[src/rtl/ifu_pkg.sv]
// Shared types and constants for the instruction-fetch stage.
package ifu_pkg;

    localparam int XLEN = 32;
    localparam logic [XLEN-1:0] NOP_INSTR = 32'h0000_0013;

    typedef enum logic [1:0] {
        IDLE,
        REQ,
        WAIT
    } fetch_state_e;

    typedef struct packed {
        logic [XLEN-1:0] pc;
        logic [XLEN-1:0] instr;
        logic            misalign;
    } ifq_entry_t;

endpackage

[src/rtl/ifu_fifo.sv]
// Small synchronous instruction queue; clear wins over push and pop in the same cycle.
module ifu_fifo
    import ifu_pkg::*;
#(
    parameter int DEPTH = 2
) (
    input  logic                     clk,
    input  logic                     rst,
    input  logic                     clear,
    input  logic                     push,
    input  ifq_entry_t               push_data,
    input  logic                     pop,
    output logic [$clog2(DEPTH):0]   count,
    output logic                     valid,
    output ifq_entry_t               head
);

    localparam int PW = $clog2(DEPTH);

    ifq_entry_t       mem [DEPTH];
    logic [PW-1:0]    wr_ptr;
    logic [PW-1:0]    rd_ptr;

    always_ff @(posedge clk or negedge rst) begin
        if (!rst) begin
            for (int i = 0; i < DEPTH; i++) begin
                mem[i] <= '0;
            end
            wr_ptr <= '0;
            rd_ptr <= '0;
            count  <= '0;
        end else if (clear) begin
            wr_ptr <= '0;
            rd_ptr <= '0;
            count  <= '0;
        end else begin
            if (push) begin
                mem[wr_ptr] <= push_data;
                wr_ptr      <= wr_ptr + 1'b1;
            end
            if (pop) begin
                rd_ptr <= rd_ptr + 1'b1;
            end
            case ({push, pop})
                2'b10:   count <= count + 1'b1;
                2'b01:   count <= count - 1'b1;
                default: ;
            endcase
        end
    end

    assign valid = (count != '0);
    assign head  = mem[rd_ptr];

endmodule

[src/rtl/ifu_fetch.sv]
// Fetch stage: one outstanding imem read at a time, results queued with their PC for decode.
module ifu_fetch
    import ifu_pkg::*;
#(
    parameter int DATAWIDTH = XLEN,
    parameter int DEPTH     = 2
) (
    input  logic                 clk,
    input  logic                 rst,
    input  logic [DATAWIDTH-1:0] pc_in,
    output logic                 pc_accept,
    input  logic                 flush,
    output logic                 imem_req_valid,
    input  logic                 imem_req_ready,
    output logic [DATAWIDTH-1:0] imem_req_addr,
    input  logic                 imem_resp_valid,
    input  logic [DATAWIDTH-1:0] imem_resp_data,
    output logic                 ifq_valid,
    input  logic                 ifq_ready,
    output logic [DATAWIDTH-1:0] ifq_pc,
    output logic [DATAWIDTH-1:0] ifq_instr,
    output logic                 ifq_misalign
);

    localparam int CW = $clog2(DEPTH) + 1;
    localparam logic [CW-1:0] DEPTH_C = CW'(DEPTH);

    fetch_state_e         state;
    logic [DATAWIDTH-1:0] req_addr;
    logic [DATAWIDTH-1:0] req_pc;
    logic                 drop;
    logic [CW-1:0]        count;
    logic                 credit;
    logic                 push_mis;
    logic                 push_resp;
    logic                 push;
    ifq_entry_t           push_data;
    ifq_entry_t           head;

    // An in-flight fetch reserves a slot so a later push can never overflow.
    assign credit    = (count + CW'(state != IDLE)) < DEPTH_C;
    assign pc_accept = rst && (state == IDLE) && credit && !flush;
    assign push_mis  = pc_accept && (pc_in[1:0] != 2'b00);
    assign push_resp = (state == WAIT) && imem_resp_valid && !drop && !flush;
    assign push      = push_mis || push_resp;

    always_comb begin
        push_data = '{pc: req_pc, instr: imem_resp_data, misalign: 1'b0};
        if (push_mis) begin
            push_data = '{pc: pc_in, instr: NOP_INSTR, misalign: 1'b1};
        end
    end

    // The request is never withdrawn; a flush only marks its response for discard.
    always_ff @(posedge clk or negedge rst) begin
        if (!rst) begin
            state    <= IDLE;
            req_addr <= '0;
            req_pc   <= '0;
            drop     <= 1'b0;
        end else begin
            case (state)
                IDLE: begin
                    if (pc_accept) begin
                        req_addr <= pc_in;
                        req_pc   <= pc_in;
                        if (pc_in[1:0] == 2'b00) begin
                            state <= REQ;
                        end
                    end
                end
                REQ: begin
                    if (flush) begin
                        drop <= 1'b1;
                    end
                    if (imem_req_ready) begin
                        state <= WAIT;
                    end
                end
                WAIT: begin
                    if (imem_resp_valid) begin
                        drop  <= 1'b0;
                        state <= IDLE;
                    end else if (flush) begin
                        drop <= 1'b1;
                    end
                end
                default: state <= IDLE;
            endcase
        end
    end

    ifu_fifo #(
        .DEPTH(DEPTH)
    ) u_fifo (
        .clk      (clk),
        .rst      (rst),
        .clear    (flush),
        .push     (push),
        .push_data(push_data),
        .pop      (ifq_valid && ifq_ready),
        .count    (count),
        .valid    (ifq_valid),
        .head     (head)
    );

    assign imem_req_valid = (state == REQ);
    assign imem_req_addr  = req_addr;
    assign ifq_pc         = head.pc;
    assign ifq_instr      = head.instr;
    assign ifq_misalign   = head.misalign;

endmodule

[config.mk]
export PLATFORM = sky130hd
export DESIGN_NAME = ifu_fetch
export DESIGN_NICKNAME = d
export VERILOG_FILES = /design/src/rtl/ifu_pkg.sv /design/src/rtl/ifu_fifo.sv /design/src/rtl/ifu_fetch.sv
export SDC_FILE = /design/constraint.sdc
export NUM_CORES = 1
export LEC_CHECK = 0
export ABC_AREA = 1
export BUFFER_PORTS_ARGS = -buffer_cell sky130_fd_sc_hd__buf_4
export CAP_MARGIN = 20
export CORE_MARGIN = 1.5
export CORE_UTILIZATION = 40
export DETAILED_ROUTE_END_ITERATION = 7
export PLACE_DENSITY = 0.65
export SYNTH_ARGS = -nofsm -noshare
export SYNTH_HDL_FRONTEND = slang
export SYNTH_SLANG_ARGS = --single-unit
[constraint.sdc]
create_clock -name clk -period 4.4 [get_ports clk]
set_input_delay 1.1 -clock clk [delete_from_list [all_inputs] [get_ports clk]]
set_output_delay 1.1 -clock clk [all_outputs]
set_load 0.005 [all_outputs]
Word level (Yosys, flattened, before mapping)
Cells that the tools add are included.
{"block": "word_totals", "input_bits": 70, "reg_bits": 169, "word_cells": 77, "output_inout_bits": 100}
{"block": "classes", "magnitude_cmp": 4, "eq_ne": 8, "add_sub_neg": 5, "n_reduce_logical": 24, "muxes": 21, "bitwise": 3}
{"cell": "65-bit 2-to-1 mux", "count": 5}
{"cell": "130-bit bitwise mux", "count": 1}
{"cell": "65-bit demux with 1-bit select", "count": 1}
{"cell": "2-bit nonzero test", "count": 6}
{"cell": "2-bit 2-to-1 mux", "count": 5}
{"cell": "1-bit logical AND", "count": 9}
{"cell": "1-bit 2-to-1 mux", "count": 6}
{"cell": "2-bit case mux with 3 select lines", "count": 1}
{"cell": "2-bit by 1-bit == test with 1-bit output, second input constant", "count": 2}
{"cell": "2-bit == test, second input constant", "count": 2}
{"cell": "2-bit greater-or-equal comparator, second input constant", "count": 2}
{"cell": "2-bit zero test", "count": 2}
{"cell": "2-bit by 1-bit != test with 1-bit output, second input constant", "count": 2}
{"cell": "2-bit != test, second input constant", "count": 2}
{"cell": "1-bit NOT with 2-bit output", "count": 2}
{"cell": "2-bit case mux with 2 select lines", "count": 1}
{"cell": "2-bit AND reduction", "count": 2}
{"cell": "4-bit AND reduction", "count": 1}
{"cell": "3-bit nonzero test", "count": 1}
{"cell": "1-bit adder, second input constant", "count": 2}
{"cell": "2-bit by 1-bit adder with 2-bit output", "count": 1}
{"cell": "2-bit by 1-bit adder with 2-bit output, second input constant", "count": 1}
{"cell": "1-bit zero test", "count": 2}
{"cell": "2-bit by 1-bit < comparator with 1-bit output, second input constant", "count": 1}
{"cell": "other kinds (5)", "count": 5}

Depth between registers and ports, before layout
Gate-level depths: netlist (run 1).
{"block": "depth", "ltp_word": 10, "mapped_depth": 11, "mapped_depth_nobuf": 10}

Modules after synthesis
From an unflattened synthesis (run 1), not the netlist that was laid out.
{"block": "unflattened", "cells_unflattened": 890, "area_unflattened_um2": 8329.2}
{"module": "ifu_fifo", "area_each_um2": 6033.3, "n_inst": 1, "seq_area_each_um2": 3353.2, "cells_per_inst": 584}
{"module": "ifu_fetch", "area_each_um2": 2296.0, "n_inst": 1, "seq_area_each_um2": 875.8, "cells_per_inst": 306}

Worst setup path after synthesis (run 1)
No wires, ideal clock.
{"block": "synth_path", "path_type": "input -> output", "start": "input port flush", "end": "output port pc_accept", "setup_slack_ps": 1624, "required_time_ps": 3300, "arrival_time_ps": 1676, "n_path_buf": 1, "path_stages": 4, "path_cell_list": "nor2_2 > nand2_2 > inv_2 > clkbuf_1"}
{"block": "synth_via", "elab_chain_cells": 2}
{"item": "from (decl)", "line": "ifu_fetch.sv:12", "rtl": "input logic flush,"}
{"item": "1-bit zero test", "line": "ifu_fetch.sv:42", "rtl": "assign pc_accept = rst && (state == IDLE) && credit && !flush;"}
{"item": "1-bit logical AND", "line": "ifu_fetch.sv:42"}
{"item": "to (decl)", "line": "ifu_fetch.sv:11", "rtl": "output logic pc_accept,"}
No other way between the ends.

Worst setup path after layout (run 1)
{"block": "layout_path", "start": "input port rst", "end": "output port pc_accept"}
{"block": "layout_via", "elab_chain_cells": 3}
{"item": "from (decl)", "line": "ifu_fetch.sv:9", "rtl": "input logic rst,"}
{"item": "1-bit logical AND (3 in series)", "line": "ifu_fetch.sv:42"}
No other way between the ends.

==> results of run 1 <==
==> logic make-up (layout without fill, tap and decap cells) <==
logic type,after synthesis,count (layout)
AOI/OAI and AO/OA,202,202
adders and majority gates,3,3
buffers and inverters,145,299
DFF,169,169
and+or+nand+nor,454,454
==> power breakdown <==
part / switching [W] / total [W] / internal (W) / leakage (nW)
clock: 0.000697 / 0.00145 / 0.000757 / 0.282
combinational: 0.00113 / 0.00217 / 0.00104 / 2.65
sequential: 0.000359 / 0.00253 / 0.00217 / 2.18
==> cell usage after synthesis <==
library cell	instances
sky130_fd_sc_hd__inv_4	1
sky130_fd_sc_hd__nand3_1	5
sky130_fd_sc_hd__ha_1	3
sky130_fd_sc_hd__buf_4	5
sky130_fd_sc_hd__buf_2	23
sky130_fd_sc_hd__dfrtp_1	169
sky130_fd_sc_hd__clkbuf_1	24
sky130_fd_sc_hd__a21oi_1	4
sky130_fd_sc_hd__inv_1	85
sky130_fd_sc_hd__o21ai_0	152
sky130_fd_sc_hd__nand2_4	3
sky130_fd_sc_hd__nand4_1	3
sky130_fd_sc_hd__buf_1	2
sky130_fd_sc_hd__a31o_2	1
sky130_fd_sc_hd__clkinv_1	1
sky130_fd_sc_hd__inv_2	2
sky130_fd_sc_hd__nor2_1	6
sky130_fd_sc_hd__nor2_2	2
sky130_fd_sc_hd__nand2_1	433
sky130_fd_sc_hd__buf_6	2
sky130_fd_sc_hd__nand3_2	1
sky130_fd_sc_hd__nand2_2	1
sky130_fd_sc_hd__o21ai_1	44
sky130_fd_sc_hd__o21a_1	1
==> metrics by stage <==
step | total power [W] | hold WS, ns | util
2_1_floorplan | 0.003638 | 0.4492 | -
3_3_place_gp | 0.004694 | 0.4623 | 0.4813
3_5_place_dp | 0.004741 | 0.4652 | 0.4813
4_1_cts | 0.006220 | 0.4843 | 0.5124
5_1_grt | 0.006642 | 0.4968 | 0.5138
6_report | 0.006146 | 0.4805 | 0.5138
==> state kept, by name, summed over array words and instances, names as in the netlist <==
register	count
u_fifo.mem	130
req_pc	32
state	2
u_fifo.count	2
drop	1
u_fifo.rd_ptr	1
u_fifo.wr_ptr	1
==> how the worst min path moves through the flow <==
stage,cells after the start,start,to
2_1_floorplan,2,u_fifo.mem[33],u_fifo.mem[33]
5_1_grt,2,u_fifo.mem[43],u_fifo.mem[43]
4_1_cts,2,u_fifo.mem[42],u_fifo.mem[42]
6_report,2,u_fifo.mem[42],u_fifo.mem[42]
3_3_place_gp,2,u_fifo.mem[54],u_fifo.mem[54]
3_5_place_dp,2,u_fifo.mem[42],u_fifo.mem[42]
==> layer usage <==
metal  track usage  routed length, um  vias up
met3       0.05974               1272       18
met4       0.05976                293        0
met5             0                  0        -
met2        0.2933               8201      165
met1        0.2667               8642     2957
li1              -                  -     3317
==> critical path, delay by kind of cell <==
family / cells / cell delay [ns]
simple gates: 2 / 0.17
buf+inv: 5 / 1.04
==> area by class of cell <==
class,count,area [sq um]
Sequential cell,169,4233
Clock inverter,15,155.1
Timing Repair Buffer,178,1360
Clock buffer,17,425.4
Tap cell,234,292.8
Multi-Input combinational cell,659,2809
Fill cell,1814,9094
Inverter,89,336.6
==> metrics.log, run 1 <==
[metrics] share of the synthesized area in the top cell type: 0.5530
[metrics] dominant combinational cell family by area after synthesis: simple AND/OR/NAND/NOR gates
[metrics] Crit. End Element: output port
[metrics] number of failing hold endpoints at the final stage: 0
[metrics] leakage power figure: approximately 5.1 nW
[metrics] post-DP HPWL: 11970 um
[metrics] post-synthesis compound-gate area fraction: 0.1330
[metrics] routed length per placed instance: 13.53 um
[metrics] number of buffers added to fix hold violations after cts: 0
[metrics] critical-path maximum fanout: 43
[metrics] post-synthesis register bit count: about 170
[metrics] fraction of final layout cells with drive strength greater than 1: 0.1970
[metrics] Critical Path AT: 2.36 ns
[metrics] Setup WS pre-CTS: between 0.9 and 1 ns
[metrics] xor-xnor portion of the synthesized cell area: 0
[metrics] Post-Synth Adder-Cell Area: 0.004908
[metrics] First DRT Iteration DRCs: 472
[metrics] Worst Max-Slew Pin Slew: 0.7872 ns
[metrics] Die Span X: ~140 um
[metrics] quantity of gates resized following cts: 0
[metrics] proportion of synthesized area in mux cells: 0
[metrics] wire length of the first global-routing pass: a little over 30000 um
[metrics] summed negative setup slack over all endpoints: 0 ns
[metrics] min-delay worst type: flip-flop to flip-flop
[metrics] detailed-route wire length: 18410 um
[metrics] Gate Count Post-Synth: between 900 and 1000
[metrics] fraction of the mapped netlist area in simple logic gates: 0.2294
[metrics] I/O pin total: 170
[metrics] max-cap violation count: 0
[metrics] non-filler cells, final: 1361
[metrics] largest net degree at the start of global routing: between 80 and 90
[metrics] endpoint of the lowest-slack register-to-register path: u_fifo.mem[102]
[metrics] fin nets: 1187
[metrics] maximum cell stage delay along the critical path: roughly 0.33 ns
[metrics] worst clock skew on the final layout: between 0.01 and 0.015 ns
[metrics] achievable clock frequency: approximately 290 MHz
[metrics] type of the setup path with the least slack: primary input to output port
[metrics] placer congestion estimate: around 0.81
[metrics] most common cell after layout, fill and taps aside: sky130_fd_sc_hd__nand2_1
[metrics] slack of the critical path: 0.9390 ns
[metrics] most frequent cells in the layout: 433 x sky130_fd_sc_hd__nand2_1, 176 x sky130_fd_sc_hd__buf_4, 168 x sky130_fd_sc_hd__dfrtp_1, 152 x sky130_fd_sc_hd__o21ai_0, 85 x sky130_fd_sc_hd__inv_1
[metrics] CP required: between 3 and 4 ns
[metrics] Seq/Total Area, Yosys: 0.5530
[metrics] RSZ-0062 raised after global routing: no
[metrics] number of port buffers: roughly 170
[metrics] total die area: approximately 20000 sq um
[metrics] post-synth cell types: 24
[metrics] detailed-route vias per instance: around 4.7
[metrics] start point of the critical path: rst
[metrics] height of the chip: between 100 and 150 um
[metrics] end point of the critical path: pc_accept
[metrics] Antenna Cells: 0
[metrics] post-synthesis average cell area: roughly 7.9 sq um
[metrics] total setup buffers inserted after CTS: 0
[metrics] worst flop-to-flop path startpoint: state[0]
[metrics] Yosys warnings: 0
[metrics] length of the first detailed-routing pass in iterations: 5
[metrics] Row Count: 50
[metrics] post-placement cell area: ~9000 sq um
[metrics] share of the clock period used by the worst path after layout: 0.7866
[metrics] relative area change from synthesis to final layout: 25.69%
[metrics] count of H-tree levels built during CTS: 4
[metrics] worst-skew pair later-pin latency: about 0.43 ns
[metrics] number of sinks handled by clock tree synthesis: about 170
[metrics] cell area after technology mapping: 7647 sq um
[metrics] Clock Pin Slew Worst Setup and Hold Paths: 0.07 ns
[metrics] Worst setup SP type: primary input
[metrics] run status: finished, final reports clean
[metrics] post-layout instance area: 9612 sq um
[metrics] number of remaining DRC errors: 0
[metrics] worst ir drop on vdd: 0.2983 mV
[metrics] final count of negative-setup-slack endpoints: 0
[metrics] setup slack of the most critical reg-to-reg path: 2.07 ns
[metrics] most area-hungry cell type in the Yosys netlist: sky130_fd_sc_hd__dfrtp_1
[metrics] Clock Tree Root: sky130_fd_sc_hd__clkbuf_16
[metrics] Final Critical Period: roughly 3.5 ns
[metrics] CTS Buffer Depth: 2
[metrics] via count of the first global-routing pass: slightly above 6000
[metrics] slowest stage cell, crit path: sky130_fd_sc_hd__buf_4
[metrics] core area: around 19000 sq um
[metrics] Detail Route Antenna Nets: 0
[metrics] top post-synthesis cells by area: sky130_fd_sc_hd__dfrtp_1 55%, sky130_fd_sc_hd__nand2_1 21%, sky130_fd_sc_hd__o21ai_0 9.9%, sky130_fd_sc_hd__inv_1 4.2%, sky130_fd_sc_hd__o21ai_1 2.9%
[metrics] length in cells of the worst reg-to-reg path: 10
[metrics] Max-Slew Margin vs Limit: 0.4752
[metrics] Total Routing Usage GR: 0.1935
[metrics] Max Slew Vio Count: 0
[metrics] power density of the placed cells: approximately 640 nW/um^2
[metrics] Syn Nets: between 1000 and 1500
[metrics] Starting Density: 0.4088
[metrics] sum of overflow across all layers after global routing: 0
[metrics] clock tree from TritonCTS: yes
[metrics] TritonCTS Buffers: 17
[metrics] count of placed standard cells including taps: 1328
[metrics] cell with the most instances on the worst path: sky130_fd_sc_hd__buf_4
[metrics] critical-path cell list: buf_6, nand2_1, clkinv_1, nand2_2, buf_4, inv_2, buf_4
[metrics] initial antenna violation count: 0
[metrics] via count: around 6500
Power figures use the tool's default switching activity.
==> inputs of run 2 (changes only) <==
==> constraint.sdc (replaced) <==
create_clock -name clk -period 3.4 [get_ports clk]
set_input_delay 0.85 -clock clk [delete_from_list [all_inputs] [get_ports clk]]
set_output_delay 0.85 -clock clk [all_outputs]
set_load 0.005 [all_outputs]
==> run 2 against run 1 <==
  * Sequential share of layout area up 0.20 points
  * First-iteration DRC count down 17%
  * Register-to-register slack worse by 0.91 ns
  * Count of clock-buffer cells in the layout unchanged
  * Final cell count unchanged
  * Sequential power up 28%
  * Total power up 28%
  * Highest routed layer unchanged
  * Clock power up 21%
==> metrics.log, run 2 (same netlist as run 1, synthesis figures left out) <==
[metrics] run status: finished, final reports clean
[metrics] Clock Tree Root: sky130_fd_sc_hd__clkbuf_16
[metrics] final count of negative-setup-slack endpoints: 0
[metrics] quantity of gates resized following cts: 0
[metrics] number of remaining DRC errors: 0
[metrics] most common cell after layout, fill and taps aside: sky130_fd_sc_hd__nand2_1
[metrics] CP required: around 2.6 ns
[metrics] Crit. End Element: output port
[metrics] via count: 6547
[metrics] largest registers in the final layout: u_fifo.mem: 130 flops, req_pc: 32 flops
[metrics] placer congestion estimate: roughly 0.81
[metrics] routed length per placed instance: 14.23 um
[metrics] relative area change from synthesis to final layout: 25.13%
[metrics] clock tree from TritonCTS: yes
[metrics] number of stages on the worst hold path: 2
[metrics] power density of the placed cells: roughly 820 nW/um^2
[metrics] leakage power figure: around 5.1 nW
[metrics] number of buffers added to fix hold violations after cts: 0
[metrics] TritonCTS Buffers: 17
[metrics] max-cap violation count: 0
[metrics] Worst setup SP type: flip-flop
[metrics] worst-skew pair later-pin latency: about 0.42 ns
[metrics] Row Count: 50
[metrics] post-layout instance area: between 9000 and 10000 sq um
[metrics] Worst Max-Slew Pin Slew: just over 0.9 ns
[metrics] number of inserted filler cells in the final layout: about 1800
[metrics] CTS Buffer Depth: 2
[metrics] type of the setup path with the least slack: flip-flop to output port
[metrics] height of the chip: 141.3 um
[metrics] I/O pin total: 170
[metrics] fraction of final layout cells with drive strength greater than 1: 0.1970
[metrics] Starting Density: 0.4088
[metrics] Max Slew Vio Count: 0
[metrics] Antenna Cells: 0
[metrics] critical-path maximum fanout: 36
[metrics] RSZ-0062 raised after global routing: no
[metrics] wire length of the first global-routing pass: approximately 31000 um
[metrics] Die Span X: between 100 and 150 um
[metrics] Critical Path AT: approximately 1.9 ns
[metrics] share of the clock period used by the worst path after layout: 0.7939
[metrics] post-placement cell area: around 9000 sq um
[metrics] Clk pwr share: 0.224
[metrics] Largest register FFs: 130
[metrics] initial antenna violation count: 0
[metrics] worst ir drop on vdd: 0.3842 mV
[metrics] via count of the first global-routing pass: around 6100
[metrics] register with the most flip-flops: u_fifo.mem
[metrics] number of failing hold endpoints at the final stage: 0
[metrics] most frequent cells in the layout: 433 x sky130_fd_sc_hd__nand2_1, 176 x sky130_fd_sc_hd__buf_4, 168 x sky130_fd_sc_hd__dfrtp_1, 152 x sky130_fd_sc_hd__o21ai_0, 85 x sky130_fd_sc_hd__inv_1
[metrics] sum of overflow across all layers after global routing: 0
[metrics] Total Routing Usage GR: 0.1981
[metrics] Sw Share: 0.3521
[metrics] Max-Slew Margin vs Limit: 0.3905
[metrics] Int Power: 0.005093 W
[metrics] fin nets: about 1200
[metrics] total setup buffers inserted after CTS: 0
[metrics] core area: between 15000 and 20000 sq um
[metrics] combinational fraction of design power: 0.363
[metrics] Detail Route Antenna Nets: 0
[metrics] worst clock skew on the final layout: between 0.01 and 0.015 ns
[metrics] total die area: ~20000 sq um
[metrics] length in cells of the worst reg-to-reg path: 9
[metrics] Reg power frac: 0.414
[metrics] count of H-tree levels built during CTS: 4
[metrics] largest net degree at the start of global routing: 170
[metrics] First DRT Iteration DRCs: between 300 and 400
[metrics] length of the first detailed-routing pass in iterations: 5
[metrics] summed negative setup slack over all endpoints: 0 ns
[metrics] post-DP HPWL: approximately 13000 um
[metrics] detailed-route wire length: 19370 um
[metrics] number of port buffers: about 170
[metrics] detailed-route vias per instance: about 4.8
[metrics] Final Critical Period: approximately 2.7 ns
[metrics] number of sinks handled by clock tree synthesis: 169
[metrics] P_sw: 0.002767 W
[metrics] Clock Pin Slew Worst Setup and Hold Paths: ~0.060 ns
[metrics] min-delay worst type: flip-flop to flip-flop
[metrics] achievable clock frequency: between 300 and 400 MHz
==> run 2: changes by cell type in the layout (fill, tap and decap cells not counted), sizes merged <==
cell	delta
inv	-4
buf	+1
clkinvlp	+1
clkinv	+2
==> run 2: power groups by stage <==
stage | Clock (W) | Sequential [W] | Combinational [W]
2_1_floorplan | 0 | 0.00317 | 0.00154
3_3_place_gp | 0 | 0.00326 | 0.00284
5_1_grt | 0.00188 | 0.00334 | 0.00324
3_5_place_dp | 0 | 0.00328 | 0.00289
6_report | 0.00176 | 0.00325 | 0.00285
4_1_cts | 0.00180 | 0.00325 | 0.00291
==> run 2: per-layer routing <==
metal  share of wire  GRT usage
met5               0          0
met4           0.014    0.06140
met3           0.062    0.05197
met2            0.46     0.3109
met1            0.46     0.2697
==> run 2: critical path, stage by stage (launching register included) <==
cell	delay (ns)
sky130_fd_sc_hd__dfrtp_4	0.66
sky130_fd_sc_hd__inv_1	0.10
sky130_fd_sc_hd__buf_4	0.35
sky130_fd_sc_hd__nand2_1	0.09
sky130_fd_sc_hd__nand2_1	0.10
sky130_fd_sc_hd__buf_4	0.11
==> run 2: path summary, 6_finish.rpt <==
kind | slack, ns | endpoint | start
max reg2reg | 1.16 | u_fifo.mem[126] | state[0]
max | 0.70 | ifq_instr[1] | u_fifo.rd_ptr
max in group asynchronous | 2.04 | u_fifo.rd_ptr | rst
min reg2reg | 0.48 | u_fifo.mem[36] | u_fifo.mem[36]
min | 0.48 | u_fifo.mem[36] | u_fifo.mem[36]
min in group asynchronous | 0.62 | u_fifo.mem[10] | rst
==> run 2: metrics by stage <==
stage               worst slack (ns)  total power, W  hold WS, ns  std cells  utilization
floorplan                      1.124        0.004709       0.4492        973            -
global placement              0.8553        0.006104       0.4634       1330       0.4835
detailed placement            0.8109        0.006168       0.4662       1330       0.4835
CTS                           0.6451        0.007954       0.4823       1361       0.5116
global route                  0.5836        0.008468       0.5003       1361       0.5116
finish                        0.7009        0.007860       0.4797       1361       0.5116
==> run 2: cell type report <==
class	instances	area, sq um	share of cell area
sequential	169	4233	0.4423
tap	234	292.8	0.03060
clock buffer	17	425.4	0.04446
timing repair buffer	179	1373	0.1434
multi-input combinational	659	2809	0.2935
inverter	89	336.6	0.03517
clock inverter	14	100.1	0.01046
==> inputs of run 3 (changes only) <==
--- a/config.mk
+++ b/config.mk
@@ -11,7 +11,7 @@
 export CORE_MARGIN = 1.5
 export CORE_UTILIZATION = 40
 export DETAILED_ROUTE_END_ITERATION = 7
-export PLACE_DENSITY = 0.65
+export PLACE_DENSITY = 0.67
 export SYNTH_ARGS = -nofsm -noshare
 export SYNTH_HDL_FRONTEND = slang
 export SYNTH_SLANG_ARGS = --single-unit
==> constraint.sdc (replaced) <==
create_clock -name clk -period 2.27 [get_ports clk]
set_input_delay 0.5675 -clock clk [delete_from_list [all_inputs] [get_ports clk]]
set_output_delay 0.5675 -clock clk [all_outputs]
set_load 0.005 [all_outputs]
==> run 3 against run 2 <==
  * Worst setup slack got worse by 0.64 ns
  * Via count decreased by 0.72%
  * Critical path type unchanged
  * Core utilization increased by 1.3 points
  * Final cell count increased by 0.66%
  * Highest routed layer unchanged
  * First-iteration DRC count decreased by 3.8%
==> metrics.log, run 3 (same netlist as run 1, synthesis figures left out) <==
[metrics] run status: finished, final reports clean
[metrics] max-cap violation count: 0
[metrics] CP required: approximately 1.7 ns
[metrics] Starting Density: 0.4088
[metrics] wire length of the first global-routing pass: around 32000 um
[metrics] detailed-route wire length: 19260 um
[metrics] Worst Max-Slew Pin Slew: between 0.9 and 1 ns
[metrics] Die Span X: around 140 um
[metrics] register with the most flip-flops: u_fifo.mem
[metrics] Worst setup SP type: flip-flop
[metrics] min-delay worst type: primary input to async pin
[metrics] worst-skew pair later-pin latency: between 0.4 and 0.5 ns
[metrics] RSZ-0062 raised after global routing: no
[metrics] CTS Buffer Depth: 2
[metrics] placer congestion estimate: roughly 0.79
[metrics] Total Routing Usage GR: 0.2002
[metrics] power density of the placed cells: between 1000 and 1500 nW/um^2
[metrics] share of the clock period used by the worst path after layout: 0.9727
[metrics] via count of the first global-routing pass: 6218
[metrics] sum of overflow across all layers after global routing: 0
[metrics] final count of negative-setup-slack endpoints: 0
[metrics] worst ir drop on vdd: between 0.6 and 0.7 mV
[metrics] post-DP HPWL: approximately 12000 um
[metrics] Reg power frac: 0.392
[metrics] total die area: ~20000 sq um
[metrics] count of H-tree levels built during CTS: 4
[metrics] P_sw: 0.004125 W
[metrics] length of the first detailed-routing pass in iterations: 7
[metrics] TritonCTS Buffers: 17
[metrics] slack of the critical path: 0.06200 ns
[metrics] Max Slew Vio Count: 0
[metrics] routed length per placed instance: 14.06 um
[metrics] largest registers in the final layout: u_fifo.mem: 130 flops, req_pc: 32 flops
[metrics] number of remaining DRC errors: 0
[metrics] Row Count: 50
[metrics] setup slack of the most critical reg-to-reg path: between 0.4 and 0.5 ns
[metrics] number of buffers added to fix hold violations after cts: 0
[metrics] detailed-route vias per instance: 4.745
[metrics] count of placed standard cells including taps: ~1300
[metrics] Detail Route Antenna Nets: 0
[metrics] via count: 6500
[metrics] Max-Slew Margin vs Limit: 0.3641
[metrics] First DRT Iteration DRCs: 379
[metrics] largest net degree at the start of global routing: 170
[metrics] worst flop-to-flop path startpoint: state[0]
[metrics] Clock Pin Slew Worst Setup and Hold Paths: about 0.060 ns
[metrics] non-filler cells, final: approximately 1400
[metrics] height of the chip: 141.3 um
[metrics] fraction of final layout cells with drive strength greater than 1: 0.2016
[metrics] type of the setup path with the least slack: flip-flop to output port
[metrics] Setup WS pre-CTS: 0.3609 ns
[metrics] Final Critical Period: 2.208 ns
[metrics] Critical Path AT: approximately 1.6 ns
[metrics] Antenna Cells: 0
[metrics] length in cells of the worst reg-to-reg path: 9
[metrics] endpoint of the lowest-slack register-to-register path: u_fifo.mem[21]
[metrics] clock tree from TritonCTS: yes
[metrics] relative area change from synthesis to final layout: 28.35%
[metrics] Clock Tree Root: sky130_fd_sc_hd__clkbuf_16
[metrics] end point of the critical path: ifq_pc[17]
[metrics] Largest register FFs: 130
[metrics] fin nets: 1197
[metrics] most frequent cells in the layout: 433 x sky130_fd_sc_hd__nand2_1, 178 x sky130_fd_sc_hd__buf_4, 168 x sky130_fd_sc_hd__dfrtp_1, 150 x sky130_fd_sc_hd__o21ai_0, 85 x sky130_fd_sc_hd__inv_1
[metrics] leakage power figure: 5.220 nW
[metrics] initial antenna violation count: 0
[metrics] number of sinks handled by clock tree synthesis: 169
[metrics] number of failing hold endpoints at the final stage: 0
[metrics] achievable clock frequency: 452.9 MHz
[metrics] Crit. End Element: output port
[metrics] Int Power: between 0.008 and 0.009 W
[metrics] number of port buffers: 169
[metrics] core area: 18710 sq um
[metrics] summed negative setup slack over all endpoints: 0 ns
[metrics] most common cell after layout, fill and taps aside: sky130_fd_sc_hd__nand2_1
[metrics] start point of the critical path: u_fifo.rd_ptr
[metrics] I/O pin total: 170
[metrics] critical-path maximum fanout: 15
[metrics] combinational fraction of design power: 0.357
[metrics] Clk pwr share: 0.251
[metrics] worst clock skew on the final layout: between 0.009 and 0.01 ns
[metrics] number of inserted filler cells in the final layout: between 1500 and 2000
[metrics] Sw Share: 0.3344
==> run 3: how the worst min path moves through the flow <==
| stage | from | endpoint | slack, ns | depth (start not counted) |
|---|---|---|---|---|
| 6_report | rst | u_fifo.mem[6] | 0.31 | 2 |
| 5_1_grt | pc_in[9] | req_pc[9] | 0.36 | 3 |
| 4_1_cts | pc_in[9] | req_pc[9] | 0.36 | 3 |
| 3_5_place_dp | u_fifo.mem[53] | u_fifo.mem[53] | 0.47 | 2 |
| 3_3_place_gp | u_fifo.mem[54] | u_fifo.mem[54] | 0.46 | 2 |
| 2_1_floorplan | rst | drop | 0.27 | 0 |
==> run 3: repair_timing <==
item	in CTS	in global routing
buffers inserted	1	0
setup endpoints to repair	4	3
pin swaps	0	0
resized for setup	0	3
==> run 3: metal layers <==
layer	vias to the layer above	part of all wire	GRT usage
met5	-	0	0
met4	0	0.016	0.06579
met3	20	0.054	0.04252
met2	155	0.48	0.3271
met1	2996	0.45	0.2664
li1	3329	-	-
==> run 3: through the flow <==
stage          hold WS (ns)  cell area, sq um  utilization  total power (W)
2_1_floorplan        0.2719              7647            -         0.007052
3_3_place_gp         0.4614              9179       0.4907         0.009212
3_5_place_dp         0.4653              9179       0.4907         0.009325
4_1_cts              0.3563              9812       0.5245          0.01248
5_1_grt              0.3612              9816       0.5247          0.01327
6_report             0.3140              9816       0.5247          0.01233
==> run 3: area by class of cell <==
class                           count  area, sq um  share of cell area
Sequential cell                   169         4233              0.4312
Inverter                           89        336.6             0.03429
Multi-Input combinational cell    659         2809              0.2862
Timing Repair Buffer              188         1519              0.1547
Tap cell                          234        292.8             0.02983
Clock buffer                       21        460.4             0.04691
Clock inverter                     10        165.2             0.01683
==> run 3: power by group through the flow <==
stage               clock network [W]  logic, W  registers, W
floorplan                           0   0.00231       0.00475
global placement                    0   0.00436       0.00485
detailed placement                  0   0.00445       0.00488
CTS                           0.00316   0.00449       0.00483
global route                  0.00328   0.00501       0.00498
finish                        0.00309   0.00441       0.00483
==> run 3: critical path: stages, from the launching register on <==
cell and delay (ns):
sky130_fd_sc_hd__dfrtp_4 0.58, sky130_fd_sc_hd__buf_4 0.21, sky130_fd_sc_hd__o21ai_0 0.27, sky130_fd_sc_hd__buf_4 0.17
